==> src/rtl/alu_operand_b_pipe.sv <==
// Registered operand-B stage: builds the ALU's second operand from the register value,
// the PC increment or an extended immediate, and holds it behind a valid/ready register.
module alu_operand_b_pipe #(
  parameter int unsigned WIDTH  = 64,
  parameter int unsigned IMM_W  = 32,
  parameter int unsigned SEL_W  = 3,
  parameter int unsigned PC_INC = 4
) (
  input  logic             clk,
  input  logic             reset,
  input  logic             FLUSH,
  input  logic             IN_VALID,
  output logic             IN_READY,
  input  logic [SEL_W-1:0] SELECT,
  input  logic [WIDTH-1:0] B,
  input  logic [IMM_W-1:0] IMM_RAW,
  output logic             OUT_VALID,
  input  logic             OUT_READY,
  output logic [WIDTH-1:0] SAIDA,
  output logic             ERR_SEL
);

  logic             out_valid_q, out_valid_d;
  logic [WIDTH-1:0] saida_q, saida_d;
  logic             err_sel_q, err_sel_d;

  logic [WIDTH-1:0] sext, zext, operand;
  logic [31:0]      upper_imm;
  logic             sel_illegal;
  logic             accept;

  assign sext      = WIDTH'($signed(IMM_RAW));
  assign zext      = WIDTH'(IMM_RAW);
  assign upper_imm = {IMM_RAW[19:0], 12'b0};

  always_comb begin
    operand     = '0;
    sel_illegal = 1'b0;
    case (SELECT)
      SEL_W'(0): operand = B;
      SEL_W'(1): operand = WIDTH'(PC_INC);
      SEL_W'(2): operand = sext;
      SEL_W'(3): operand = sext << 1;
      SEL_W'(4): operand = zext;
      SEL_W'(5): operand = WIDTH'($signed(upper_imm));
      default:   sel_illegal = 1'b1;
    endcase
  end

  // Ready depends only on the output side so upstream never sees a valid->ready loop.
  assign IN_READY = !out_valid_q || OUT_READY;
  assign accept   = IN_VALID && IN_READY;

  always_comb begin
    out_valid_d = out_valid_q;
    saida_d     = saida_q;
    err_sel_d   = err_sel_q;
    if (FLUSH) begin
      out_valid_d = 1'b0;
    end else if (accept) begin
      out_valid_d = 1'b1;
      saida_d     = operand;
      if (sel_illegal) begin
        err_sel_d = 1'b1;
      end
    end else if (out_valid_q && OUT_READY) begin
      out_valid_d = 1'b0;
    end
  end

  always_ff @(posedge clk or posedge reset) begin
    if (reset) begin
      out_valid_q <= 1'b0;
      saida_q     <= '0;
      err_sel_q   <= 1'b0;
    end else begin
      out_valid_q <= out_valid_d;
      saida_q     <= saida_d;
      err_sel_q   <= err_sel_d;
    end
  end

  assign OUT_VALID = out_valid_q;
  assign SAIDA     = saida_q;
  assign ERR_SEL   = err_sel_q;

endmodule

==> config.mk <==
export PLATFORM = sky130hd
export DESIGN_NAME = alu_operand_b_pipe
export DESIGN_NICKNAME = d
export VERILOG_FILES = /design/src/rtl/alu_operand_b_pipe.sv
export SDC_FILE = /design/constraint.sdc
export NUM_CORES = 1
export LEC_CHECK = 0
export BUFFER_PORTS_ARGS = -buffer_cell sky130_fd_sc_hd__buf_2
export CAP_MARGIN = 20
export CORE_AREA = 2 2 96 98
export DETAILED_ROUTE_END_ITERATION = 12
export DIE_AREA = 0 0 98 100
export PLACE_DENSITY = 0.76
export SLEW_MARGIN = 20
export SYNTH_ARGS = -nofsm -noshare
export SYNTH_HDL_FRONTEND = slang
export SYNTH_SLANG_ARGS = --single-unit
==> constraint.sdc <==
create_clock -name clk -period 1.95 [get_ports clk]
set_clock_uncertainty 0.2 [all_clocks]
set_input_delay 0 -clock clk [delete_from_list [all_inputs] [get_ports clk]]
set_output_delay 0 -clock clk [all_outputs]
set_load 0.01 [all_outputs]
==> After elaboration in Yosys (flattened, before gate mapping) <==
Index checks and enable logic that the tools add are counted.
{ "totals": {"wordCells": 23, "input_bits": 104, "reg_bits": 66, "out_inout_bits": 67} }
{ "classes": {"bitwise_logic": 2, "n_eq_ne": 5, "n_mux": 4, "reduce_logical": 9} }
{ "ops": {"columns": ["cell", "count"], "rows": [
  ["$pmux W64 S6", 1],
  ["$eq A3 B2 Y1 const B", 2],
  ["$eq A3 B3 Y1 const B", 2],
  ["$reduce_or A6 Y1", 1],
  ["$eq A3 B1 Y1 const B", 1],
  ["$logic_not A3 Y1", 1],
  ["$mux W1", 3],
  ["$reduce_and A3 Y1", 1],
  ["$reduce_bool A3 Y1", 1],
  ["$logic_and A1 B1 Y1", 2],
  ["$not A1 Y1", 2],
  ["$reduce_and A2 Y1", 1],
  ["$logic_not A1 Y1", 1],
  ["$logic_or A1 B1 Y1", 1]
]} }

==> Longest topological paths before layout <==
{ "depth": {"depth_word": 5, "ltp_mapped": 7, "ltp_nobuf": 5} }

==> Worst setup path after synthesis <==
No wires, ideal clock.
{ "synth_path": {"path_type": "reg2reg", "startpoint": "reg out_valid_q, in the netlist OUT_VALID", "endpoint": "reg saida_q[6], in the netlist SAIDA[6]", "synth_period_minus_slack_ns": 1.683, "required_ns": 1.617, "n_path_buf": 2, "slack_ns": 0.267, "setup_time_ns": 0.133, "path_stages_with_launch": 8, "t_arrival_ns": 1.350, "cell_sequence": "dfrtp_1 and2b_1 inv_1 nand2b_1 buf_2 buf_2 a32oi_1 o21ai_0"} }
{ "synth_between": {"elab_chain_cells": 4} }
{ "synth_lines": {"columns": ["element", "line_no", "source"], "rows": [
  ["from (decl)", "23", "logic out_valid_q, out_valid_d;"],
  ["from (signal assigned)", "77", "out_valid_q <= out_valid_d;"],
  ["$logic_not A1 Y1", "51", "assign IN_READY = !out_valid_q || OUT_READY;"],
  ["$logic_or A1 B1 Y1", "51", null],
  ["via IN_READY", "13", "output logic IN_READY,"],
  ["$logic_and A1 B1 Y1", "52", "assign accept = IN_VALID && IN_READY;"],
  ["$reduce_and A2 Y1 (no line)", null, null],
  ["to (signal assigned)", "78", "saida_q <= saida_d;"],
  ["to (decl)", "24", "logic [WIDTH-1:0] saida_q, saida_d;"]
]} }
The timed path passes the listed nets, and every way through them passes these cells.
A chain may end at the register's enable or synchronous reset.

==> Worst setup path after layout <==
{ "layout_path": {"startpoint": "reg out_valid_q, in the netlist OUT_VALID", "endpoint": "reg saida_q[61], in the netlist SAIDA[61]"} }
{ "layout_between": {"elab_chain_cells": 4} }
{ "layout_lines": {"columns": ["element", "line_no"], "rows": [
  ["$logic_not A1 Y1", "51"],
  ["$logic_or A1 B1 Y1", "51"],
  ["$logic_and A1 B1 Y1", "52"],
  ["$reduce_and A2 Y1 (no line)", null]
]} }
No other way between the ends.

==> impl_metrics.json <==
{
  "run_status": "completed",
  "criticalPathCategory": "reg2reg",
  "finalSetupTns_ns": 0,
  "grt_max_degree": 37,
  "power.total_mw": 4.04,
  "cts_sink_cnt": 66,
  "hold_violations": 0,
  "type_of_origin_of_the_critical_path": "flip-flop",
  "drtIter0Drc": 232,
  "number_of_enable_type_register_cells_in_the_synthesized_netlist": 0,
  "clk_latency_ns": 0.34,
  "cp-end-kind": "flip-flop",
  "detailroute.via_count": 4211,
  "ys_seq_elements": 66,
  "final.period_utilization_pct": 92.0,
  "vias_per_cell": 5.87,
  "place_ws_ns": 0.00592,
  "setup_slack_ns": 0.155,
  "drive_gt1_share_pct": 38.3,
  "drv_slew": 0,
  "die_width_microns": 98,
  "post_synth_instance_area_sq_um": 3630,
  "synth_area_leaders": "dfrtp_1 (46%), a22oi_1 (10%), a32oi_1 (10%)",
  "filler_cell_count": 693,
  "grt_pass1_vias": 4168,
  "yosys.cell_count.top_type": "dfrtp_1",
  "yosys.area.top_type_share_pct": 45.5,
  "hold_path.class": "in2reg",
  "tritoncts": "done",
  "synth_warnings": 0,
  "synth.net_count": 444,
  "remaining_drc_errors": 0,
  "syn2layout_area_growth_pct": 61.6,
  "ys_async_sr_fraction_pct": 100,
  "critical_path.max_fanout": 32,
  "syn_inst": 340,
  "dp_hpwl_microns": 8310,
  "avgSynthCellArea_sq_um": 10.7,
  "drt-pass1-iter-count": 5,
  "globalRoute.totalOverflow": 0,
  "postRouteAntennaNets": 0,
  "leakage_power_summed_over_all_cells_nw": 2.94,
  "grt.total_usage_pct": 27.5,
  "nets": 705,
  "io-pin-count": 171,
  "synth-main-ff-cell": "dfrtp_1",
  "die_area_sq_um": 9800,
  "insertedDiodeCount": 0,
  "synth.cells.most_frequent": "dfrtp_1 (66), a22oi_1 (49), a32oi_1 (42)",
  "postLayoutCellArea_sq_um": 5870,
  "unrepaired_setup_endpoints_after_global_routing": "no",
  "floorplan.core_area_sq_um": 8890,
  "synthDistinctLibCells": 33,
  "antenna_found_initial": 0,
  "maxClockFrequency_ghz": 0.557,
  "relSlewSlack_pct": 52.8,
  "fin_crit_ns": 1.79,
  "routabilityCongestion": 0.858,
  "cts_buffers": 9,
  "critical_path_required_ns": 2.03,
  "report.final.setup_viol": 0,
  "ir_drop_v": 0.000479,
  "std_cell_rows": 35,
  "post-synth-top-area-cell": "dfrtp_1",
  "clk_pin_slew_worst_paths_ns": 0.07,
  "start_util_pct": 40.8,
  "power_density_nw_per_um2": 688,
  "htree_num_levels": 3,
  "dieHeight_microns": 100,
  "grt_pass1_wl_microns": 21200,
  "root_buffer": "clkbuf_8",
  "tightest_slew_ns": 0.706,
  "crit_arrival_ns": 1.87,
  "placement.cell_area_sq_um": 4600,
  "port_buffers": 170,
  "synth.yosys.seq_area_share_pct": 45.5,
  "postRouteWirelength_microns": 13600,
  "cts_max_path_buffers": 2,
  "detail_route.wl_per_cell_microns": 19.0,
  "maxCapViolCount": 0,
  "finalHoldWorstSlack_ns": 0.0348
}
## path summary, 6_finish.rpt
kind | slack (ns) | from | depth (start not counted) | to
setup / recovery | 0.16 | OUT_VALID$_DFFE_PP0P_ | 6 | SAIDA[61]$_DFFE_PP0P_
hold / removal | 0.03 | B[2] | 5 | SAIDA[2]$_DFFE_PP0P_
setup reg to reg | 0.16 | OUT_VALID$_DFFE_PP0P_ | 6 | SAIDA[61]$_DFFE_PP0P_
hold reg to reg | 0.26 | ERR_SEL$_DFFE_PP0P_ | 1 | ERR_SEL$_DFFE_PP0P_
max in group asynchronous | 0.91 | reset | 4 | SAIDA[23]$_DFFE_PP0P_
min in group asynchronous | 0.04 | reset | 3 | SAIDA[52]$_DFFE_PP0P_
## power by group
part / switching, mW / internal (mW)
sequential: 0.103 / 1.54
clock: 0.542 / 0.724
combinational: 0.554 / 0.574
## area by class of cell
| type | instances | area, sq um | share of cell area, % |
|---|---|---|---|
| clock buffer | 10 | 128 | 2.18 |
| timing repair buffer | 288 | 2070 | 35.3 |
| sequential | 66 | 1650 | 28.2 |
| inverter | 3 | 11.3 | 0.192 |
| multi-input combinational | 233 | 1780 | 30.3 |
| clock inverter | 6 | 90.1 | 1.54 |
| tap | 111 | 139 | 2.37 |
## layout by cell type, fill, tap and decap left out, drive strengths merged, types with 3 or more instances in the layout
cell,instances
a22o,19
nand2,34
buf,185
inv,4
clkbuf,10
o21ai,30
a32oi,42
a22oi,49
dfrtp,66
mux2,31
dlygate4sd3,103
nor2,6
nor3,3
## state kept, by name, indices dropped and copies added (netlist names)
register and flops:
SAIDA 64, OUT_VALID 1, ERR_SEL 1
## repair_timing
action / in CTS / in global routing
endpoints found under the hold margin: 131 / 0
setup buffers: 0 / 0
resized for setup: 0 / 0
hold buffers: 103 / 0
## critical path: stages, from the launching register on
cell and delay, ns:
dfrtp_1 0.37, and2b_1 0.23, nor3_4 0.30, buf_12 0.23, nand2_1 0.12, buf_12 0.18, nand2_1 0.08
## metrics by stage
| stage | std cells | util, % |
|---|---|---|
| 2_1_floorplan | 340 | - |
| 3_3_place_gp | 596 | 51.7 |
| 3_5_place_dp | 597 | 51.8 |
| 4_1_cts | 716 | 65.8 |
| 5_1_grt | 717 | 66.0 |
| 6_report | 717 | 66.0 |
## routing by layer
| layer | routed length [microns] | global-route usage, % | up-vias |
|---|---|---|---|
| met5 | 0 | 0 | - |
| met2 | 6590 | 45.5 | 248 |
| met1 | 5180 | 32.4 | 2021 |
| met4 | 897 | 19.1 | 0 |
| met3 | 971 | 5.15 | 73 |
| li1 | - | - | 1869 |
## logic make-up (layout without fill, tap and decap cells)
| group | after synthesis | after routing | share of synthesized area (%) |
|---|---|---|---|
| flops | 66 | 66 | 45.5 |
| compound gates | 148 | 148 | 30.6 |
| mux | 33 | 33 | 11.2 |
| buf+inv | 41 | 307 | 5.89 |
| simple gates | 52 | 52 | 6.83 |
(Power assumes the default switching activity.)
